**config.mk**
```make
export PLATFORM = sky130hd
export DESIGN_NAME = coin_acceptor
export DESIGN_NICKNAME = d
export VERILOG_FILES = /design/src/rtl/coin_acceptor.sv
export SDC_FILE = /design/constraint.sdc
export NUM_CORES = 1
export LEC_CHECK = 0
export ABC_AREA = 1
export CORE_UTILIZATION = 35
export CTS_CLUSTER_DIAMETER = 60
export CTS_CLUSTER_SIZE = 24
export DETAILED_ROUTE_END_ITERATION = 10
export PLACE_DENSITY_LB_ADDON = 0.2
export SETUP_SLACK_MARGIN = 0.3
export SLEW_MARGIN = 20
export SYNTH_ARGS = -nofsm -noshare
export SYNTH_HDL_FRONTEND = slang
export SYNTH_SLANG_ARGS = --single-unit
```
**constraint.sdc**
```tcl
create_clock -name clock -period 2.33 [get_ports clock]
set_clock_uncertainty 0.1 [all_clocks]
set_input_delay 0.466 -clock clock [delete_from_list [all_inputs] [get_ports clock]]
set_output_delay 0.466 -clock clock [all_outputs]
set_load 0.005 [all_outputs]
```
**src/rtl/coin_acceptor.sv**
```systemverilog
// Coin front end: synchronizes and debounces three coin sensors, queues coin codes and
// issues spaced single-cycle pulses to the vending FSM. COIN_CREDIT_CNT_EN adds credit_total.
module coin_acceptor #(
    parameter int DEBOUNCE_CYCLES = 4,
    parameter int FIFO_DEPTH      = 4
) (
    input  logic clock,
    input  logic reset,
    input  logic coin_n_raw,
    input  logic coin_d_raw,
    input  logic coin_q_raw,
    input  logic busy,
    output logic nickel,
    output logic dime,
    output logic quarter,
    output logic reject,
`ifdef COIN_CREDIT_CNT_EN
    output logic [15:0] credit_total,
`endif
    output logic [$clog2(FIFO_DEPTH+1)-1:0] pending
);

    localparam int CNT_W  = $clog2(DEBOUNCE_CYCLES);
    localparam int PTR_W  = $clog2(FIFO_DEPTH);
    localparam int PEND_W = $clog2(FIFO_DEPTH+1);

    typedef enum logic [1:0] {
        IDLE  = 2'd0,
        ISSUE = 2'd1,
        GAP   = 2'd2
    } state_t;

    logic [2:0] raw_lines;
    logic [2:0] rise;

    // Line index 0/1/2 carries coin code 1/2/3 (nickel/dime/quarter).
    assign raw_lines = {coin_q_raw, coin_d_raw, coin_n_raw};

    generate
        for (genvar gi = 0; gi < 3; gi++) begin : g_line
            logic             sync1_q, sync2_q;
            logic             level_q, level_d;
            logic             level_prev_q;
            logic [CNT_W-1:0] cnt_q, cnt_d;

            always_comb begin
                cnt_d   = '0;
                level_d = level_q;
                if (sync2_q != level_q) begin
                    if (cnt_q == CNT_W'(DEBOUNCE_CYCLES - 1)) begin
                        level_d = sync2_q;
                    end else begin
                        cnt_d = cnt_q + CNT_W'(1);
                    end
                end
            end

            always_ff @(posedge clock or posedge reset) begin
                if (reset) begin
                    sync1_q      <= 1'b0;
                    sync2_q      <= 1'b0;
                    level_q      <= 1'b0;
                    level_prev_q <= 1'b0;
                    cnt_q        <= '0;
                end else begin
                    sync1_q      <= raw_lines[gi];
                    sync2_q      <= sync1_q;
                    level_q      <= level_d;
                    level_prev_q <= level_q;
                    cnt_q        <= cnt_d;
                end
            end

            assign rise[gi] = level_q & ~level_prev_q;
        end
    endgenerate

    logic [1:0]       mem_q [FIFO_DEPTH];
    logic [PTR_W-1:0] wr_ptr_q, wr_ptr_d;
    logic [PTR_W-1:0] rd_ptr_q, rd_ptr_d;
    logic [PEND_W-1:0] count_q, count_d;
    state_t           state_q, state_d;
    logic             nickel_q, nickel_d;
    logic             dime_q, dime_d;
    logic             quarter_q, quarter_d;
    logic             reject_q, reject_d;

    logic       one_event;
    logic       multi_event;
    logic       fifo_full;
    logic       push;
    logic       pop;
    logic [1:0] push_code;
    logic [1:0] head_code;

    assign one_event   = (rise != 3'b000) && ((rise & (rise - 3'd1)) == 3'b000);
    assign multi_event = (rise != 3'b000) && !one_event;
    assign fifo_full   = (count_q == PEND_W'(FIFO_DEPTH));
    assign push        = one_event && !fifo_full;
    assign push_code   = rise[2] ? 2'd3 : (rise[1] ? 2'd2 : 2'd1);
    assign head_code   = mem_q[rd_ptr_q];
    assign pop         = (state_q == IDLE) && (count_q != '0) && !busy;

    always_comb begin
        wr_ptr_d  = wr_ptr_q;
        rd_ptr_d  = rd_ptr_q;
        count_d   = count_q;
        state_d   = state_q;
        nickel_d  = 1'b0;
        dime_d    = 1'b0;
        quarter_d = 1'b0;
        reject_d  = multi_event || (one_event && fifo_full);

        if (push) begin
            wr_ptr_d = wr_ptr_q + PTR_W'(1);
        end
        if (pop) begin
            rd_ptr_d = rd_ptr_q + PTR_W'(1);
        end
        count_d = count_q + PEND_W'(push) - PEND_W'(pop);

        case (state_q)
            IDLE: begin
                if (pop) begin
                    state_d   = ISSUE;
                    nickel_d  = (head_code == 2'd1);
                    dime_d    = (head_code == 2'd2);
                    quarter_d = (head_code == 2'd3);
                end
            end
            ISSUE:   state_d = GAP;
            GAP:     state_d = IDLE;
            default: state_d = IDLE;
        endcase
    end

    always_ff @(posedge clock or posedge reset) begin
        if (reset) begin
            wr_ptr_q  <= '0;
            rd_ptr_q  <= '0;
            count_q   <= '0;
            state_q   <= IDLE;
            nickel_q  <= 1'b0;
            dime_q    <= 1'b0;
            quarter_q <= 1'b0;
            reject_q  <= 1'b0;
        end else begin
            wr_ptr_q  <= wr_ptr_d;
            rd_ptr_q  <= rd_ptr_d;
            count_q   <= count_d;
            state_q   <= state_d;
            nickel_q  <= nickel_d;
            dime_q    <= dime_d;
            quarter_q <= quarter_d;
            reject_q  <= reject_d;
        end
    end

    // Storage is left out of reset; the pointers and count alone define validity.
    always_ff @(posedge clock) begin
        if (push) begin
            mem_q[wr_ptr_q] <= push_code;
        end
    end

    assign nickel  = nickel_q;
    assign dime    = dime_q;
    assign quarter = quarter_q;
    assign reject  = reject_q;
    assign pending = count_q;

`ifdef COIN_CREDIT_CNT_EN
    logic [15:0] credit_q, credit_d;
    logic [16:0] credit_sum;
    logic [4:0]  coin_value;

    always_comb begin
        coin_value = 5'd0;
        if (nickel_q) begin
            coin_value = 5'd5;
        end else if (dime_q) begin
            coin_value = 5'd10;
        end else if (quarter_q) begin
            coin_value = 5'd25;
        end
        credit_sum = {1'b0, credit_q} + 17'(coin_value);
        credit_d   = credit_sum[16] ? 16'hFFFF : credit_sum[15:0];
    end

    always_ff @(posedge clock or posedge reset) begin
        if (reset) begin
            credit_q <= '0;
        end else begin
            credit_q <= credit_d;
        end
    end

    assign credit_total = credit_q;
`endif

endmodule

```
---- Word level (Yosys, flattened, before mapping) ----
Memory sizes are Yosys's and may differ from the RTL's.
Cells that the tools add are included.
W data, S select, Z words.
storage, ports and cells
  register bits ........................... 31
  RAM bits ................................ 8
  output and inout bits ................... 7
  logic and storage cells ................. 86
  memories ................................ 1
memory list
  name   words  bits a word  rd ports  clocked after memory_dff  wr ports  RTL line  text
  mem_q  4      2            1         0                         1         78        logic [1:0] mem_q [FIFO_DEPTH];
cells by class
  $add $sub $neg .......................... 8
  eq/ne operators ......................... 12
  muxes and demuxes ....................... 18
  bitwise operators ....................... 7
  reduce and logical (&&, ||, !) cells .... 17
operator list
  operator               number
  $mux W2                9
  $add A2 B1 Y2 const B  5
  $eq A2 B2 Y1 const B   5
  $mux W1                8
  $logic_and A1 B1 Y1    6
  $reduce_and A2 Y1      3
  $reduce_bool A3 Y1     2
  $eq A2 B1 Y1 const B   2
  $pmux W2 S2            1
  $add A3 B1 Y3          1
  $and A1 B1 Y1          3
  $and A3 B3 Y3          1
  $eq A3 B3 Y1 const B   1
  $logic_not A1 Y1       3
  $logic_not A3 Y1       1
  $ne A1 B1 Y1           3
  $not A1 Y1             3
  $sub A3 B1 Y3          1
  $sub A3 B1 Y3 const B  1
  $logic_not A2 Y1       1
  $ne A2 B2 Y1 const B   1
  $logic_or A1 B1 Y1     1

---- Depth between registers and ports, before layout ----
Gate-level depths: netlist of the first run.
  depth after elaboration ................. 9
  mapped depth ............................ 12
  depth with buffers taken out ............ 12

---- Worst setup path before layout of the first run ----
Ideal clock, no wire load.
  path kind ............................... reg-to-reg
  start point ............................. register count_q[1] (netlist: pending[1])
  end point ............................... register count_q[2] (netlist: pending[2])
  arrival ................................. 1.809 ns
  data required time ...................... 2.107 ns
  path slack .............................. 0.298 ns
  stages on the path, launching flop included .. 11
  buffers on the path ..................... 0
  period minus slack after synthesis ...... 2.032 ns
  cells stage by stage .................... dfrtp_1 clkinv_1 nand2_1 o21ai_2 inv_1 ha_1 inv_1 ha_1 inv_1 fa_1 xnor2_1
on the way
  longest elaborated chain between the ends .. 5
  elaborated cells between the ends (all ways) .. 8
  those cells by class .................... add/sub (2); eq/ne (1); reduce/logical (5)
ends and longest elaborated chain
  element                 RTL line  text
  from (decl)             81        logic [PEND_W-1:0] count_q, count_d;
  from (signal assigned)  150       count_q <= count_d;
  $eq A3 B3 Y1            98        assign fifo_full = (count_q == PEND_W'(FIFO_DEPTH));
  $logic_not A1 Y1        99        assign push = one_event && !fifo_full;
  $logic_and A1 B1 Y1     99
  $add A3 B1 Y3           120       count_d = count_q + PEND_W'(push) - PEND_W'(pop);
  $sub A3 B1 Y3 (*)       120
  via count_d[2]          81
Mark *: on every way through the listed nets, which the timed path passes. The rest lies on a longest branch.
A chain may end at the register's enable or synchronous reset.

---- Final worst setup path of the first run ----
  start point ............................. input busy
  end point ............................... register count_q[1] (netlist: pending[1])
on the way
  longest elaborated chain between the ends .. 3
ends and longest elaborated chain
  element              RTL line  text
  from (decl)          12        input logic busy,
  $logic_not A1 Y1     102       assign pop = (state_q == IDLE) && (count_q != '0) && !busy;
  $logic_and A1 B1 Y1  102
  $sub A3 B1 Y3        120
  via count_d[1]       81
The timed path passes the listed nets, and every way through them passes these cells.

==> results of run 1 <==
flip-flops by register name, summed over array words and instances, names as in the netlist:
signal               count
reject                   1
wr_ptr_q                 2
mem_q                    8
dime                     1
nickel                   1
quarter                  1
g_line.sync2_q           3
g_line.level_prev_q      3
g_line.cnt_q             6
g_line.level_q           3
pending                  3
rd_ptr_q                 2
state_q                  2
g_line.sync1_q           3
power groups by stage:
| stage | Combinational [mW] | Sequential [mW] | Clock, mW |
|---|---|---|---|
| 2_1_floorplan | 0.716 | 1.13 | 0 |
| 3_3_place_gp | 0.948 | 1.15 | 0 |
| 3_5_place_dp | 0.986 | 1.17 | 0 |
| 4_1_cts | 1.37 | 1.15 | 0.437 |
| 5_1_grt | 1.64 | 1.18 | 0.460 |
| 6_report | 1.42 | 1.15 | 0.411 |
area by class of cell:
type / instances / area [um^2] / share of cell area [%]
flip-flops and latches: 39 / 1020 / 48.2
well taps: 52 / 65.1 / 3.08
inverters: 30 / 113 / 5.33
clock buffers: 6 / 72.6 / 3.43
repair buffers: 36 / 300 / 14.2
clock inverters: 2 / 7.51 / 0.355
multi-input cells: 77 / 538 / 25.4
worst max-delay path, cell delays in order:
cell and delay, ns:
clkdlybuf4s50_1 0.42, nor2_2 0.13, o21ai_4 0.08, inv_2 0.07
ha_4 0.20, inv_2 0.06, ha_4 0.12, inv_2 0.03
fa_2 0.50, inv_1 0.03
cell usage in the layout (no fill, tap or decap), types with 2 or more instances in the layout:
master / instances
ha_1: 7
buf_4: 24
nand2_2: 4
nand3_1: 6
o21ai_0: 3
clkdlybuf4s50_1: 12
nor2_1: 10
nand2_4: 2
nand2_1: 23
nor3_1: 3
xnor2_1: 4
dfrtp_1: 29
nor2_2: 3
inv_1: 21
inv_2: 8
o211ai_1: 2
clkinv_1: 3
ha_4: 2
clkbuf_8: 5
edfxtp_1: 8
dfrtp_2: 2
stage by stage:
| stage | cells | cell area (um^2) |
|---|---|---|
| floorplan | 146 | 1610 |
| global placement | 212 | 1810 |
| detailed placement | 212 | 1810 |
| CTS | 241 | 2100 |
| global route | 242 | 2110 |
| finish | 242 | 2110 |
how the worst max path moves through the flow:
stage | start | to | slack, ns | depth (start not counted)
finish | busy | pending[1]$_DFF_PP0_ | 0.31 | 10
global route | g_line[1].level_q$_DFFE_PP0P_ | pending[1]$_DFF_PP0_ | 0.23 | 12
CTS | g_line[1].level_q$_DFFE_PP0P_ | pending[1]$_DFF_PP0_ | 0.31 | 12
detailed placement | busy | pending[2]$_DFF_PP0_ | -0.06 | 10
global placement | busy | pending[2]$_DFF_PP0_ | -0.004 | 10
floorplan | pending[1]$_DFF_PP0_ | pending[2]$_DFF_PP0_ | 0.33 | 10
routing by layer:
layer  global-route usage, %  share of wire (%)  wire length (um)
met1                    13.9                 42              1080
met2                    22.2                 52              1330
met4                    6.67                2.0                51
met3                    3.49                3.2                82
met5                       0                  0                 0
logic make-up (layout without fill, tap and decap cells):
| kind of cell | Yosys count | after routing | share of synthesized area, % |
|---|---|---|---|
| buffers and inverters | 30 | 74 | 7.03 |
| multiplexers | 1 | 1 | 0.703 |
| adder cells (fa/ha/maj) | 10 | 10 | 8.28 |
| AND/OR/NAND/NOR | 53 | 53 | 14.5 |
| XOR/XNOR | 6 | 6 | 3.28 |
| flip-flops | 39 | 39 | 63.4 |
| AO/OA/AOI/OAI | 7 | 7 | 2.73 |
what timing repair did:
action | CTS | global route
buffers inserted | 21 | 1
endpoints found under the setup margin | 2 | 3
pin swaps | 5 | 6
resized for setup | 17 | 2
endpoints found under the hold margin | 0 | 0
==> flow_metrics.tcl, run 1 <==
set metrics [dict create \
    status "completed" \
    cts_hold_buffers 0 \
    first_pass_iters 4 \
    synth_edf_count 8 \
    netlist.area_leader.share_pct 48.4 \
    critPathKind "input pin to flip-flop" \
    relSlewSlack_pct 74.2 \
    worst_slack_ns 0.309 \
    die_x_um 69.6 \
    worstPathArrival_ns 2.10 \
    netlist_area_mm2 0.00160 \
    synth_warnings 0 \
    utilization_pct 48.2 \
    synth_cell_types 21 \
    critPathCaptureType "flip-flop" \
    setup_viol 0 \
    switching_share_pct 35.5 \
    gr-usage-all-layers_pct 12.7 \
    wire_per_inst_um 10.5 \
    viasPerCell 4.28 \
    tritoncts "done" \
    seq_area_frac_synth_pct 63.4 \
    path_clk_slew_ns 0.07 \
    nNetsFinal 205 \
    root_buffer "clkbuf_8" \
    p_clk_share_pct 13.8 \
    cts_sinks 39 \
    cts_buffers 5 \
    port_buffers 12 \
    min_path_cells 0 \
    power_switching_mw 1.06 \
    antennaDiodeCount 0 \
    r2r-start "g_line[1].level_q$_DFFE_PP0P_" \
    r2r_slack_ns 0.33 \
    hold_class "flip-flop to flip-flop" \
    tightestPinTransition_ns 0.387 \
    fillers 413 \
    antenna_found_initial 0 \
    r2r-end "pending[1]$_DFF_PP0_" \
    area_delta_synth_final_pct 32.0 \
    start_kind "input pin" \
    yosysMostFrequentCell "dfrtp_1" \
    pwr-share-comb_pct 47.6 \
    vdd_drop_max_uv 622 \
    start_util_pct 36.5 \
    ios 13 \
    max_cap_viol_count 0 \
    grt_pass1_wl_um 4740 \
    gr-total-overflow 0 \
    pre_cts_slack_ns -0.0597 \
    period_needed_ns 2.02 \
    async_flop_share_pct 79.5 \
    setup-tns-final_ns 0 \
    synth_cells 146 \
    ys_seq_elements 39 \
    p_int_mw 1.92 \
    rows 24 \
    dieArea_mm2 0.00485 \
    synth_common_cells "dfrtp_1 (31), nand2_1 (27), inv_1 (25), nor2_1 (11), ha_1 (9)" \
    rsz0062_at_grt "true" \
    wirelength_um 2540 \
    drc 0 \
    post-route-period-util_pct 86.8 \
    cts_buffer_depth 2 \
    syn_area_per_cell_um2 11.0 \
    power_density_mw_per_mm2 1410 \
    synth_nets 162 \
    min_from "g_line[1].sync1_q$_DFF_PP0_" \
    clk_latency_ns 0.28 \
    synthFlopType "dfrtp_1" \
    critical_path_peak_fanout 2 \
    seqPwrFrac_pct 38.6 \
    synthTopCellsByArea "dfrtp_1 (48%), edfxtp_1 (15%), ha_1 (7.0%)" \
    via_count 1035 \
    drtIter0Drc 31 \
    whs_ns 0.249 \
    p_leak_nw 1.03 \
    grt_max_degree 32 \
    required_ns 2.41 \
    die_h_um 69.6 \
    total_power_mw 2.98 \
    worstHoldEndpoint "g_line[1].sync2_q$_DFF_PP0_" \
    core_mm2 0.00438 \
    place.gp.congestion 0.721 \
    hold_viol 0 \
    fmax_mhz 495 \
    drtAntennaViolNets 0 \
    grt_pass1_vias 1113 \
    yosys.area.top_type "dfrtp_1" \
    drv_slew 0 \
    dp_hpwl_um 1660 \
    h-tree-depth 2 \
    drive_gt1_share_pct 29.5 \
    reg2reg_depth 12 \
]
No activity file was read; power rests on OpenSTA's default activity.
==> inputs of run 2 (changes only) <==
Settings changed: MAX_ROUTING_LAYER set to met4.
==> run 2 against run 1 <==
Register-to-register slack hardly changed. Sequential power hardly changed. Global-route usage is 0.37 points higher. Hold slack stayed put. Via count stayed put. Final cell count stayed put. Sequential share of layout area stayed put. Non-clock buffer count stayed put. Fmax hardly changed. Die area stayed put. Critical path type unchanged.
==> flow_metrics.tcl, run 2 (same netlist as run 1, synthesis figures left out) <==
set metrics [dict create \
    setup_viol 0 \
    crit_start "busy" \
    drc 0 \
    post-place-cells 212 \
    port_buffers 12 \
    regMostFlops "mem_q" \
    clk_latency_ns 0.28 \
    critPathCaptureType "flip-flop" \
    required_ns 2.41 \
    drtAntennaViolNets 0 \
    h-tree-depth 2 \
    drv_slew 0 \
    cts_sinks 39 \
    cp_cell_sequence "clkdlybuf4s50_1 -> nor2_2 -> o21ai_4 -> inv_2 -> ha_4 -> inv_2 -> ha_4 -> inv_2 -> fa_2 -> inv_1" \
    final_cells 242 \
    area_delta_synth_final_pct 32.0 \
    path_clk_slew_ns 0.07 \
    tritoncts "done" \
    hold_class "flip-flop to flip-flop" \
    critPathMaxStageDelay_ns 0.50 \
    vdd_drop_max_uv 622 \
    worst-path-buf-inv 5 \
    drtIter0Drc 31 \
    grt_max_degree 32 \
    start_util_pct 36.5 \
    r2r-start "g_line[1].level_q$_DFFE_PP0P_" \
    min_from "g_line[1].sync1_q$_DFF_PP0_" \
    relSlewSlack_pct 74.2 \
    status "completed" \
    crit_path_frequent_cell "inv_2" \
    top_regs "mem_q: 8 flops, g_line.cnt_q: 6 flops" \
    fmax_mhz 495 \
    die_h_um 69.6 \
    ios 13 \
    antennaDiodeCount 0 \
    setup-tns-final_ns 0 \
    wirelength_um 2540 \
    period_needed_ns 2.02 \
    core_mm2 0.00438 \
    hold_viol 0 \
    viasPerCell 4.28 \
    die_x_um 69.6 \
    rows 24 \
    antenna_found_initial 0 \
    gr-usage-all-layers_pct 13.0 \
    critical_path_peak_fanout 2 \
    post-route-period-util_pct 86.7 \
    p_leak_nw 1.03 \
    nNetsFinal 205 \
    start_kind "input pin" \
    fillers 413 \
    grt_pass1_wl_um 4730 \
    power_density_mw_per_mm2 1410 \
    cts_hold_buffers 0 \
    root_buffer "clkbuf_8" \
    max_cap_viol_count 0 \
    largest_reg_flops 8 \
    first_pass_iters 4 \
    cts_buffers 5 \
    dieArea_mm2 0.00485 \
    final_cell_mix "dfrtp_1 (29), buf_4 (24), nand2_1 (23)" \
    worstPathArrival_ns 2.10 \
    dp_hpwl_um 1660 \
    cts_buffer_depth 2 \
    grt_pass1_vias 1114 \
    via_count 1035 \
    total_power_mw 2.98 \
    place.gp.congestion 0.730 \
    drive_gt1_share_pct 29.5 \
    critPathKind "input pin to flip-flop" \
    crit_family "adder cells" \
    gr-total-overflow 0 \
    wire_per_inst_um 10.5 \
    rsz0062_at_grt "true" \
    layout_commonest_cell "dfrtp_1" \
    slowest_stage "fa_2" \
    tightestPinTransition_ns 0.387 \
]
[run 2: repair_timing]
item / 4_1_cts / 5_1_grt
setup buffers: 21 / 1
endpoints found under the setup margin: 2 / 3
gates resized for setup: 17 / 2
pin swaps: 5 / 6
[run 2: worst paths after layout]
kind / endpoint / slack, ns / cells after the start
max: pending[1]$_DFF_PP0_ / 0.31 / 10
min: g_line[1].sync2_q$_DFF_PP0_ / 0.25 / 0
max reg2reg: pending[1]$_DFF_PP0_ / 0.33 / 12
min reg2reg: g_line[1].sync2_q$_DFF_PP0_ / 0.25 / 0
max in group asynchronous: pending[2]$_DFF_PP0_ / 1.37 / 3
min in group asynchronous: g_line[2].sync1_q$_DFF_PP0_ / 0.46 / 3
[run 2: metrics by stage]
stage               setup slack, ns  hold slack, ns  area (um^2)  utilization (%)
finish                        0.309           0.249         2110             48.2
global route                  0.234           0.254         2110             48.2
CTS                           0.306           0.251         2100             47.9
detailed placement          -0.0597           0.236         1810             41.3
global placement           -0.00363           0.234         1810             41.3
floorplan                     0.329           0.231         1610                -
[run 2: power by group]
part	switching [mW]	internal (mW)	total, mW	leakage, nW
clock network	0.208	0.204	0.411	0.0403
logic	0.686	0.731	1.42	0.532
registers	0.164	0.986	1.15	0.454
[run 2: area by class of cell]
| class | instances | area [um^2] | share of cell area, % |
|---|---|---|---|
| sequential | 39 | 1020 | 48.2 |
| clock inverter | 2 | 7.51 | 0.355 |
| multi-input combinational | 77 | 538 | 25.4 |
| clock buffer | 6 | 72.6 | 3.43 |
| timing repair buffer | 36 | 300 | 14.2 |
| tap | 52 | 65.1 | 3.08 |
| inverter | 30 | 113 | 5.33 |
[run 2: metal layers]
metal / GRT usage, % / vias up / routed length (um)
met2: 22.2 / 17 / 1330
li1: - / 531 / -
met4: 6.67 / 0 / 48
met5: - / - / 0
met1: 13.9 / 483 / 1080
met3: 3.49 / 4 / 83
==> inputs of run 3 (changes only) <==
Settings changed: TNS_END_PERCENT set to 10.
==> run 3 against run 2 <==
Combinational power down 3%. Largest cell class unchanged. First-iteration DRC count down 3.2%. Via count down 0.19%. Largest power group unchanged. Worst setup slack better by 0.00055 ns. Global-route usage unchanged.
==> flow_metrics.tcl, run 3 (same netlist as run 1, synthesis figures left out) <==
set metrics [dict create \
    rows 24 \
    largest_reg_flops 8 \
    cts_hold_buffers 0 \
    cp_cell_sequence "clkdlybuf4s50_1 -> nor2_2 -> o21ai_4 -> inv_2 -> ha_4 -> inv_2 -> ha_4 -> inv_2 -> fa_2 -> inv_1" \
    root_buffer "clkbuf_8" \
    dpl_cell_area_mm2 0.00181 \
    final_cell_mix "dfrtp_1 (29), buf_4 (24), nand2_1 (23)" \
    start_util_pct 36.5 \
    fmax_mhz 495 \
    vdd_drop_max_uv 622 \
    multi_input_area_um2 531 \
    min_path_cells 0 \
    drive_gt1_share_pct 28.9 \
    critical_path_peak_fanout 2 \
    drtIter0Drc 30 \
    tightestPinTransition_ns 0.393 \
    regMostFlops "mem_q" \
    period_needed_ns 2.02 \
    worstPathArrival_ns 2.10 \
    power_density_mw_per_mm2 1400 \
    gr-usage-all-layers_pct 13.0 \
    relSlewSlack_pct 73.8 \
    gr-total-overflow 0 \
    setup_viol 0 \
    seqCellArea_mm2 0.00102 \
    worst_slack_ns 0.309 \
    port_buffers 12 \
    grt_pass1_vias 1114 \
    core_mm2 0.00438 \
    slowest_stage "fa_2" \
    post-route-period-util_pct 86.7 \
    post-place-cells 212 \
    reg2reg_depth 12 \
    via_count 1033 \
    hold_viol 0 \
    critPathMaxStageDelay_ns 0.50 \
    nNetsFinal 205 \
    rsz0062_at_grt "true" \
    area_delta_synth_final_pct 31.6 \
    h-tree-depth 2 \
    start_kind "input pin" \
    ios 13 \
    cts_sinks 39 \
    fin_area_mm2 0.00211 \
    dieArea_mm2 0.00485 \
    hold_class "flip-flop to flip-flop" \
    drtAntennaViolNets 0 \
    grt_pass1_wl_um 4730 \
    clk_latency_ns 0.28 \
    utilization_pct 48.1 \
    wirelength_um 2550 \
    critPathKind "input pin to flip-flop" \
    fillers 413 \
    top_regs "mem_q: 8 flops, g_line.cnt_q: 6 flops" \
    status "completed" \
    p_leak_nw 1.02 \
    die_h_um 69.6 \
    wire_per_inst_um 10.5 \
    final_cells 242 \
    drv_slew 0 \
    antennaDiodeCount 0 \
    layout_commonest_cell "dfrtp_1" \
    max_cap_viol_count 0 \
    pre_cts_slack_ns -0.0597 \
    critPathCaptureType "flip-flop" \
    path_clk_slew_ns 0.07 \
    tritoncts "done" \
    drc 0 \
    place.gp.congestion 0.730 \
    cts_buffer_depth 2 \
    die_x_um 69.6 \
    antenna_found_initial 0 \
    required_ns 2.41 \
    viasPerCell 4.27 \
    crit_path_frequent_cell "inv_2" \
    dp_hpwl_um 1660 \
    first_pass_iters 4 \
    cts_buffers 5 \
    grt_max_degree 32 \
    whs_ns 0.249 \
]
-- run 3: critical path: cells and delay by family --
family | cells | cell delay (ns)
buffers and inverters | 5 | 0.61
adder cells (fa/ha/maj) | 3 | 0.82
AND/OR/NAND/NOR | 1 | 0.13
AO/OA/AOI/OAI | 1 | 0.08
-- run 3: worst paths after layout --
kind / slack [ns] / end / startpoint
worst min-delay path: 0.25 / g_line[1].sync2_q$_DFF_PP0_ / g_line[1].sync1_q$_DFF_PP0_
worst max register to register: 0.33 / pending[1]$_DFF_PP0_ / g_line[1].level_q$_DFFE_PP0P_
worst min register to register: 0.25 / g_line[1].sync2_q$_DFF_PP0_ / g_line[1].sync1_q$_DFF_PP0_
max in group asynchronous: 1.37 / pending[1]$_DFF_PP0_ / reset
worst max-delay path: 0.31 / pending[1]$_DFF_PP0_ / busy
min in group asynchronous: 0.46 / g_line[2].sync1_q$_DFF_PP0_ / reset
-- run 3: metrics by stage --
| step | power [mW] | TNS, ns |
|---|---|---|
| 3_3_place_gp | 2.10 | -0.00448 |
| 2_1_floorplan | 1.85 | 0 |
| 6_report | 2.94 | 0 |
| 5_1_grt | 3.24 | 0 |
| 3_5_place_dp | 2.15 | -0.114 |
| 4_1_cts | 2.96 | 0 |
-- run 3: layer usage --
metal	global-route usage (%)	up-vias	part of all wire, %
met4	6.67	0	1.9
met3	3.49	4	3.3
met1	13.9	482	42
met2	22.2	17	52
met5	-	-	0
li1	-	530	-
-- run 3: power breakdown --
group	total (mW)	switching (mW)	internal (mW)	leakage [nW]
Sequential	1.15	0.164	0.986	0.454
Clock	0.412	0.208	0.204	0.0403
Combinational	1.38	0.674	0.705	0.526
-- run 3: cell type report --
| cell class | instances | share of cell area (%) |
|---|---|---|
| repair buffers | 36 | 14.3 |
| multi-input cells | 77 | 25.2 |
| clock inverters | 2 | 0.356 |
| flip-flops and latches | 39 | 48.3 |
| clock buffers | 6 | 3.44 |
| inverters | 30 | 5.34 |
| well taps | 52 | 3.09 |
-- run 3: what timing repair did --
item                                    4_1_cts  5_1_grt
pin swaps                                     5        5
hold endpoints to repair                      0        0
setup buffers                                21        1
endpoints found under the setup margin        2        3
gates resized for setup                      17        0
